`config.mk`:
```
export PLATFORM = sky130hd
export DESIGN_NAME = rf_seq_ctrl
export DESIGN_NICKNAME = d
export VERILOG_FILES = /design/src/rtl/rf_seq_ctrl.sv
export SDC_FILE = /design/constraint.sdc
export NUM_CORES = 1
export LEC_CHECK = 0
export BUFFER_PORTS_ARGS = -buffer_cell sky130_fd_sc_hd__buf_4
export CORE_ASPECT_RATIO = 1.2
export CORE_MARGIN = 2
export CORE_UTILIZATION = 51
export CTS_CLUSTER_DIAMETER = 200
export DETAILED_ROUTE_END_ITERATION = 8
export PLACE_DENSITY = 0.79
export SYNTH_ARGS = -nofsm -noshare
export SYNTH_HDL_FRONTEND = slang
export SYNTH_SLANG_ARGS = --single-unit
```
`constraint.sdc`:
```
create_clock -name CLK -period 2 [get_ports CLK]
set_input_delay 0.1 -clock CLK [delete_from_list [all_inputs] [get_ports CLK]]
set_output_delay 0.1 -clock CLK [all_outputs]
set_load 0.01 [all_outputs]
```
`src/rtl/rf_seq_ctrl.sv`:
```
// ---------------------------------------------------------------------------
// rf_seq_ctrl
//
// Small sequencing controller that executes one command at a time against an
// external register file (RF) and an external 8-bit accumulator (ACC).
//
// The controller owns no data storage except a temporary byte T, which is
// used by the three-cycle SWAP and CLR sequences, and the Carry flag.
// Read data from the register file and the accumulator arrive asynchronously.
// Every write it requests takes effect at the next rising edge of CLK.
//
// Command opcodes:
//   000 NOP   Done only.
//   001 LDI   ACC <= imm.
//   010 LDR   ACC <= RF[reg].
//   011 STR   RF[reg] <= ACC.
//   100 SWAP  Exchange ACC and RF[reg] (3 cycles).
//   101 ADD   ACC <= ACC + RF[reg], Carry <= carry-out.
//             Only when RF_SEQ_ADD_EN is defined; otherwise reserved.
//   110 CLR   RF[reg] <= 0 via ACC, then ACC restored (3 cycles).
//   111 ---   Reserved; pulses Err.
//
// Configuration macro:
//   RF_SEQ_ADD_EN  If defined, enables the ADD opcode and the Carry flag.
//                  If undefined, op 101 is reserved and Carry is tied to 0.
//
// Parameters:
//   RAW  Register-file address width (2**RAW registers).
//   ACC  Register index that holds the accumulator.
//   SCR  Scratch register index. The design does not use it, but it must
//        differ from ACC.
//
// Ports:
//   CLK           Clock. All state changes on the rising edge.
//   Reset         Asynchronous reset, active high.
//   CmdValid      A command is offered.
//   CmdReady      The controller can accept a command (IDLE only).
//   CmdOp         Opcode (3 bits).
//   CmdReg        Register operand.
//   CmdImm        Immediate operand.
//   Done          One-cycle pulse in the final execute cycle of a command.
//   Err           One-cycle pulse for a reserved opcode.
//   Carry         Carry out of the last ADD.
//   ReadAddr      Register-file read address.
//   RegWriteAddr  Register-file write address.
//   ReadRegEn     1: read register contents; 0: address used as immediate.
//   WriteRegEn    RF[RegWriteAddr] <= ACC at the next edge.
//   WriteACCEn    ACC <= ACCWrite at the next edge.
//   ACCWrite      Accumulator write data.
//   ReadDataOut   Register-file read data (asynchronous).
//   ACCRead       Current accumulator value (asynchronous).
// ---------------------------------------------------------------------------
module rf_seq_ctrl #(
    parameter int             RAW = 4,
    parameter logic [RAW-1:0] ACC = 4'b1110,
    parameter logic [RAW-1:0] SCR = 4'b1101
) (
    input  logic           CLK,
    input  logic           Reset,
    input  logic           CmdValid,
    output logic           CmdReady,
    input  logic [2:0]     CmdOp,
    input  logic [RAW-1:0] CmdReg,
    input  logic [7:0]     CmdImm,
    output logic           Done,
    output logic           Err,
    output logic           Carry,
    output logic [RAW-1:0] ReadAddr,
    output logic [RAW-1:0] RegWriteAddr,
    output logic           ReadRegEn,
    output logic           WriteRegEn,
    output logic           WriteACCEn,
    output logic [7:0]     ACCWrite,
    input  logic [7:0]     ReadDataOut,
    input  logic [7:0]     ACCRead
);

    // The scratch index is only meaningful if it is not the accumulator.
    if (ACC == SCR) begin : gParamCheck
        $error("rf_seq_ctrl: SCR must differ from ACC");
    end

    typedef enum logic [1:0] {
        IDLE = 2'b00,
        EXEC = 2'b01,
        ST2  = 2'b10,
        ST3  = 2'b11
    } state_t;

    localparam logic [2:0] OP_NOP  = 3'b000;
    localparam logic [2:0] OP_LDI  = 3'b001;
    localparam logic [2:0] OP_LDR  = 3'b010;
    localparam logic [2:0] OP_STR  = 3'b011;
    localparam logic [2:0] OP_SWAP = 3'b100;
    localparam logic [2:0] OP_ADD  = 3'b101;
    localparam logic [2:0] OP_CLR  = 3'b110;
    localparam logic [2:0] OP_RSV  = 3'b111;

    // Selects the source of ACCWrite. It is registered together with the
    // enables, so ACCWrite is 0 whenever the accumulator is not written.
    typedef enum logic [2:0] {
        SEL_ZERO = 3'd0,
        SEL_IMM  = 3'd1,
        SEL_RD   = 3'd2,
        SEL_SUM  = 3'd3,
        SEL_T    = 3'd4
    } accSel_t;

    typedef struct packed {
        logic    readRegEn;
        logic    writeRegEn;
        logic    writeAccEn;
        logic    done;
        logic    err;
        accSel_t accSel;
    } ctrl_t;

    localparam ctrl_t CTRL_IDLE = '{readRegEn: 1'b0, writeRegEn: 1'b0, writeAccEn: 1'b0,
                                    done: 1'b0, err: 1'b0, accSel: SEL_ZERO};
    // Second cycle of SWAP/CLR: store the accumulator into RF[reg].
    localparam ctrl_t CTRL_ST2  = '{readRegEn: 1'b0, writeRegEn: 1'b1, writeAccEn: 1'b0,
                                    done: 1'b0, err: 1'b0, accSel: SEL_ZERO};
    // Third cycle of SWAP/CLR: move T into the accumulator and finish.
    localparam ctrl_t CTRL_ST3  = '{readRegEn: 1'b0, writeRegEn: 1'b0, writeAccEn: 1'b1,
                                    done: 1'b1, err: 1'b0, accSel: SEL_T};

    // Control word for the first execute cycle of an opcode.
    function automatic ctrl_t execCtrl(input logic [2:0] op);
        ctrl_t c;
        c = CTRL_IDLE;
        case (op)
            OP_NOP: begin
                c.done = 1'b1;
            end
            OP_LDI: begin
                c.writeAccEn = 1'b1;
                c.accSel     = SEL_IMM;
                c.done       = 1'b1;
            end
            OP_LDR: begin
                c.readRegEn  = 1'b1;
                c.writeAccEn = 1'b1;
                c.accSel     = SEL_RD;
                c.done       = 1'b1;
            end
            OP_STR: begin
                c.writeRegEn = 1'b1;
                c.done       = 1'b1;
            end
            OP_SWAP: begin
                // Only reads here; T captures the register at the edge.
                c.readRegEn = 1'b1;
            end
            OP_ADD: begin
`ifdef RF_SEQ_ADD_EN
                c.readRegEn  = 1'b1;
                c.writeAccEn = 1'b1;
                c.accSel     = SEL_SUM;
                c.done       = 1'b1;
`else
                c.err = 1'b1;
`endif
            end
            OP_CLR: begin
                // T captures the accumulator while it is cleared.
                c.writeAccEn = 1'b1;
                c.accSel     = SEL_ZERO;
            end
            OP_RSV: begin
                c.err = 1'b1;
            end
            default: begin
                c.err = 1'b1;
            end
        endcase
        return c;
    endfunction

    // True for the opcodes that continue through ST2 and ST3.
    function automatic logic isMultiCycle(input logic [2:0] op);
        return (op == OP_SWAP) || (op == OP_CLR);
    endfunction

    state_t         state_r;
    logic           cmdReady_r;
    logic [2:0]     op_r;
    logic [RAW-1:0] reg_r;
    logic [7:0]     imm_r;
    logic [7:0]     t_r;
    ctrl_t          ctrl_r;
    logic [RAW-1:0] readAddr_r;
    logic [RAW-1:0] writeAddr_r;
    ctrl_t          acceptCtrl_s;

    assign acceptCtrl_s = execCtrl(CmdOp);

`ifdef RF_SEQ_ADD_EN
    logic       carry_r;
    logic [8:0] sum_s;

    assign sum_s = {1'b0, ACCRead} + {1'b0, ReadDataOut};
    assign Carry = carry_r;
`else
    assign Carry = 1'b0;
`endif

    // Main sequencer: state, latched command, T, Carry and the registered outputs.
    always_ff @(posedge CLK or posedge Reset) begin
        if (Reset) begin
            state_r     <= IDLE;
            cmdReady_r  <= 1'b1;
            op_r        <= 3'b000;
            reg_r       <= {RAW{1'b0}};
            imm_r       <= 8'h00;
            t_r         <= 8'h00;
            ctrl_r      <= CTRL_IDLE;
            readAddr_r  <= {RAW{1'b0}};
            writeAddr_r <= {RAW{1'b0}};
`ifdef RF_SEQ_ADD_EN
            carry_r     <= 1'b0;
`endif
        end else begin
            case (state_r)
                IDLE: begin
                    if (CmdValid) begin
                        state_r     <= EXEC;
                        cmdReady_r  <= 1'b0;
                        op_r        <= CmdOp;
                        reg_r       <= CmdReg;
                        imm_r       <= CmdImm;
                        ctrl_r      <= acceptCtrl_s;
                        readAddr_r  <= acceptCtrl_s.readRegEn  ? CmdReg : {RAW{1'b0}};
                        writeAddr_r <= acceptCtrl_s.writeRegEn ? CmdReg : {RAW{1'b0}};
                    end else begin
                        state_r     <= IDLE;
                        cmdReady_r  <= 1'b1;
                        ctrl_r      <= CTRL_IDLE;
                        readAddr_r  <= {RAW{1'b0}};
                        writeAddr_r <= {RAW{1'b0}};
                    end
                end
                EXEC: begin
                    // SWAP saves the register; CLR saves the accumulator before clearing it.
                    if (op_r == OP_SWAP) begin
                        t_r <= ReadDataOut;
                    end else if (op_r == OP_CLR) begin
                        t_r <= ACCRead;
                    end else begin
                        t_r <= t_r;
                    end
`ifdef RF_SEQ_ADD_EN
                    if (op_r == OP_ADD) begin
                        carry_r <= sum_s[8];
                    end else begin
                        carry_r <= carry_r;
                    end
`endif
                    if (isMultiCycle(op_r)) begin
                        state_r     <= ST2;
                        cmdReady_r  <= 1'b0;
                        ctrl_r      <= CTRL_ST2;
                        readAddr_r  <= {RAW{1'b0}};
                        writeAddr_r <= reg_r;
                    end else begin
                        state_r     <= IDLE;
                        cmdReady_r  <= 1'b1;
                        ctrl_r      <= CTRL_IDLE;
                        readAddr_r  <= {RAW{1'b0}};
                        writeAddr_r <= {RAW{1'b0}};
                    end
                end
                ST2: begin
                    state_r     <= ST3;
                    cmdReady_r  <= 1'b0;
                    ctrl_r      <= CTRL_ST3;
                    readAddr_r  <= {RAW{1'b0}};
                    writeAddr_r <= {RAW{1'b0}};
                end
                ST3: begin
                    state_r     <= IDLE;
                    cmdReady_r  <= 1'b1;
                    ctrl_r      <= CTRL_IDLE;
                    readAddr_r  <= {RAW{1'b0}};
                    writeAddr_r <= {RAW{1'b0}};
                end
                default: begin
                    state_r     <= IDLE;
                    cmdReady_r  <= 1'b1;
                    ctrl_r      <= CTRL_IDLE;
                    readAddr_r  <= {RAW{1'b0}};
                    writeAddr_r <= {RAW{1'b0}};
                end
            endcase
        end
    end

    assign CmdReady     = cmdReady_r;
    assign Done         = ctrl_r.done;
    assign Err          = ctrl_r.err;
    assign ReadRegEn    = ctrl_r.readRegEn;
    assign WriteRegEn   = ctrl_r.writeRegEn;
    assign WriteACCEn   = ctrl_r.writeAccEn;
    assign ReadAddr     = readAddr_r;
    assign RegWriteAddr = writeAddr_r;

    // Accumulator write data. The source is registered, but the data can be
    // the live register-file read, so this mux stays combinational.
    always_comb begin
        ACCWrite = 8'h00;
        case (ctrl_r.accSel)
            SEL_ZERO: ACCWrite = 8'h00;
            SEL_IMM:  ACCWrite = imm_r;
            SEL_RD:   ACCWrite = ReadDataOut;
`ifdef RF_SEQ_ADD_EN
            SEL_SUM:  ACCWrite = sum_s[7:0];
`else
            SEL_SUM:  ACCWrite = 8'h00;
`endif
            SEL_T:    ACCWrite = t_r;
            default:  ACCWrite = 8'h00;
        endcase
    end

endmodule

```
==> impl_metrics.env <==
export IMPL_rows=24
export IMPL_status="complete, no violations"
export IMPL_gp_congestion=0.922
export IMPL_syn_area_um2=1990
export IMPL_timing_hold_ws_ns=0.0437
export IMPL_num_fill_cells=300
export IMPL_hold_viol_final=0
export IMPL_multiInputGateArea_um2=832
export IMPL_worst_slack_ns=0.269
export IMPL_numCtsBuffers=5
export IMPL_ant_nets=0
export IMPL_drive_gt1_frac=0.498
export IMPL_synthArstFlopShare=1.00
export IMPL_antenna_found_initial=0
export IMPL_cts_htree_levels=2
export IMPL_cpPeakStageDelay_ns=0.52
export IMPL_met1Wirelength_mm=1.67
export IMPL_grt_pass1_vias=1480
export IMPL_yosysUniqueCellTypes=34
export IMPL_cellLeakagePower_nw=1.17
export IMPL_die_area_um2=4420
export IMPL_vias=1407
export IMPL_met3_wirelength_um=257
export IMPL_fin_tns_setup_ns=0
export IMPL_drt_iter0_markers=67
export IMPL_yosysSeqAreaShare=0.528
export IMPL_clock_skew_ns=0.00260
export IMPL_critPathLaunchType="flop"
export IMPL_drc=0
export IMPL_p_switching_uw=872
export IMPL_yosys_warnings=0
export IMPL_vias_per_cell=5.52
export IMPL_insertion_delay_ns=0.29
export IMPL_synth_edf_count=0
export IMPL_maxSlewViolCount=0
export IMPL_cts_root_buf="clkbuf_8"
export IMPL_grt_max_degree=43
export IMPL_crit_required_ns=1.90
export IMPL_final_cells=255
export IMPL_port_buffers=55
export IMPL_synth_seq_cells=42
export IMPL_cts_tree="built"
export IMPL_p_int_mw=2.03
export IMPL_synth_area_per_cell_um2=13.5
export IMPL_finalCritPeriodShare=0.866
export IMPL_total_power_mw=2.90
export IMPL_place_hpwl_mm=3.09
export IMPL_tightest_slew_ns=0.540
export IMPL_initial_core_util=0.539
export IMPL_path_cells="nor3b_2 > a221o_1 > buf_4"
export IMPL_cts_buffer_depth=2
export IMPL_nNetsFinal=236
export IMPL_syn_nets=182
export IMPL_highest_layer="met4"
export IMPL_fmax_mhz=578
export IMPL_wirelength_mm=4.23
export IMPL_crit_type="flop to output port"
export IMPL_pwr_share_comb=0.336
export IMPL_cp_end_kind="output port"
export IMPL_pwr_share_seq=0.475
export IMPL_cts_sinks=42
export IMPL_slowest_stage="dfrtp_1"
export IMPL_ff_latch_area_um2=1050
export IMPL_drv_cap=0
export IMPL_rsz0062_at_grt="false"
export IMPL_slew_headroom=0.637
export IMPL_setup_viol=0
export IMPL_dr_pass1_iters=4
export IMPL_die_w_um=61.1
export IMPL_hold_class="input port to flop"
export IMPL_swShare=0.301
export IMPL_crit_path_max_fanout=15
export IMPL_overflow=0
export IMPL_period_minus_slack_ns=1.73
export IMPL_vdd_drop_max_uv=607
export IMPL_place_inst=246
export IMPL_area_growth_pct=26.1
export IMPL_met2_length_mm=2.25
export IMPL_pre_cts_slack_ns=0.350
export IMPL_wl_per_cell_um=16.6
export IMPL_grtUsageTotal=0.204
export IMPL_die_y_um=72.5
export IMPL_path_clk_slew_ns=0.07
export IMPL_antenna_cells=0
export IMPL_synthCells=148
export IMPL_powerDensity_nw_per_um2=1150
export IMPL_clockPowerShare=0.189
export IMPL_synth_ff_type="dfrtp_1"
export IMPL_io_pins=57
export IMPL_grt_pass1_wl_mm=6.69
export IMPL_coreArea_um2=3690
export IMPL_crit_arrival_ns=1.63
==> per-layer routing <==
layer / up-vias / GRT usage
li1: 655 / -
met1: 689 / 0.238
met2: 55 / 0.366
met3: 8 / 0.0374
met4: 0 / 0.0700
met5: - / 0
==> registers in the layout, summed over array words and instances (netlist names), named ones only <==
| signal | count |
|---|---|
| WriteACCEn | 1 |
| t_r | 8 |
| ReadRegEn | 1 |
| state_r | 1 |
| CmdReady | 1 |
| reg_r | 4 |
| ctrl_r | 3 |
| Err | 1 |
| ReadAddr | 4 |
| WriteRegEn | 1 |
| RegWriteAddr | 4 |
| Done | 1 |
| op_r | 3 |
| imm_r | 8 |
==> cell families after synthesis <==
| logic type | synth area share |
|---|---|
| DFF | 0.528 |
| muxes | 0.175 |
| AOI/OAI and AO/OA | 0.0722 |
| buffers and inverters | 0.0565 |
| and+or+nand+nor | 0.161 |
| xor gates and xnor gates | 0.00440 |
| other | 0.00188 |
==> worst paths after layout <==
kind | start | to | slack, ns | cells after the start
setup / recovery | ctrl_r[0] | ACCWrite[1] | 0.27 | 3
hold / removal | CmdImm[1] | imm_r[1] | 0.04 | 2
setup reg to reg | flop | op_r[2] | 0.47 | 2
hold reg to reg | reg_r[1] | RegWriteAddr[1] | 0.48 | 1
max in group asynchronous | Reset | CmdReady | 1.14 | 4
min in group asynchronous | Reset | RegWriteAddr[2] | 0.50 | 4
==> what timing repair did <==
action                                  in CTS  in global routing
gates resized for setup                      0                  1
endpoints found under the setup margin       0                  7
hold buffers                                 1                  0
buffers inserted                             0                  0
hold endpoints to repair                    41                  0
==> worst max-delay path, delay by kind of cell, from the launching register on <==
| kind | cells | cell delay (ns) |
|---|---|---|
| flip-flops | 1 | 0.52 |
| AND/OR/NAND/NOR | 1 | 0.46 |
| AO/OA/AOI/OAI | 1 | 0.23 |
| buffers and inverters | 1 | 0.12 |
==> synth_stat cells, types with 2 or more instances <==
library cell,instances,area [um^2]
dfrtp_1,41,1030
mux2_2,28,315
nor4bb_1,9,90.1
a221o_1,7,70.1
clkbuf_1,7,26.3
inv_1,5,18.8
and2_1,4,25.0
buf_6,4,45.0
nand4b_1,4,35.0
nor2b_1,4,25.0
o2bb2ai_1,4,35.0
mux2_1,3,33.8
nor3_1,3,15.0
nand2b_1,2,12.5
nor2_1,2,7.51
nor4b_1,2,17.5
nor4b_2,2,30.0
==> through the flow <==
stage                     area (um^2)   util
after floorplan                  1990      -
after global placement           2410  0.651
after detailed placement         2410  0.651
after CTS                        2510  0.679
after global routing             2510  0.680
final                            2510  0.680
==> power groups by stage <==
stage          logic [mW]  registers, mW  clock network, mW
3_3_place_gp        0.941           1.37                  0
3_5_place_dp        0.983           1.39                  0
6_report            0.973           1.38              0.548
2_1_floorplan       0.732           1.32                  0
5_1_grt              1.06           1.42              0.595
4_1_cts             0.985           1.38              0.562
==> area by class of cell <==
cell class,instances,area share
clock buffer,7,0.0344
clock inverter,1,0.00199
timing repair buffer,60,0.180
sequential,42,0.419
tap,52,0.0259
multi-input combinational,88,0.331
inverter,5,0.00747
==> placed cells by master (no fill, tap or decap), types with 4 or more instances in the layout <==
cell type  synthesis  layout
nand4b_1           4       4
nor4bb_1           9       9
inv_1              5       5
dfrtp_1           41      41
mux2_2            28      28
nor2b_1            4       4
clkbuf_8           0       6
buf_4              1      59
o2bb2ai_1          4       4
and2_1             4       4
a221o_1            7       7
Note: power is estimated with default switching activity, not from simulation.
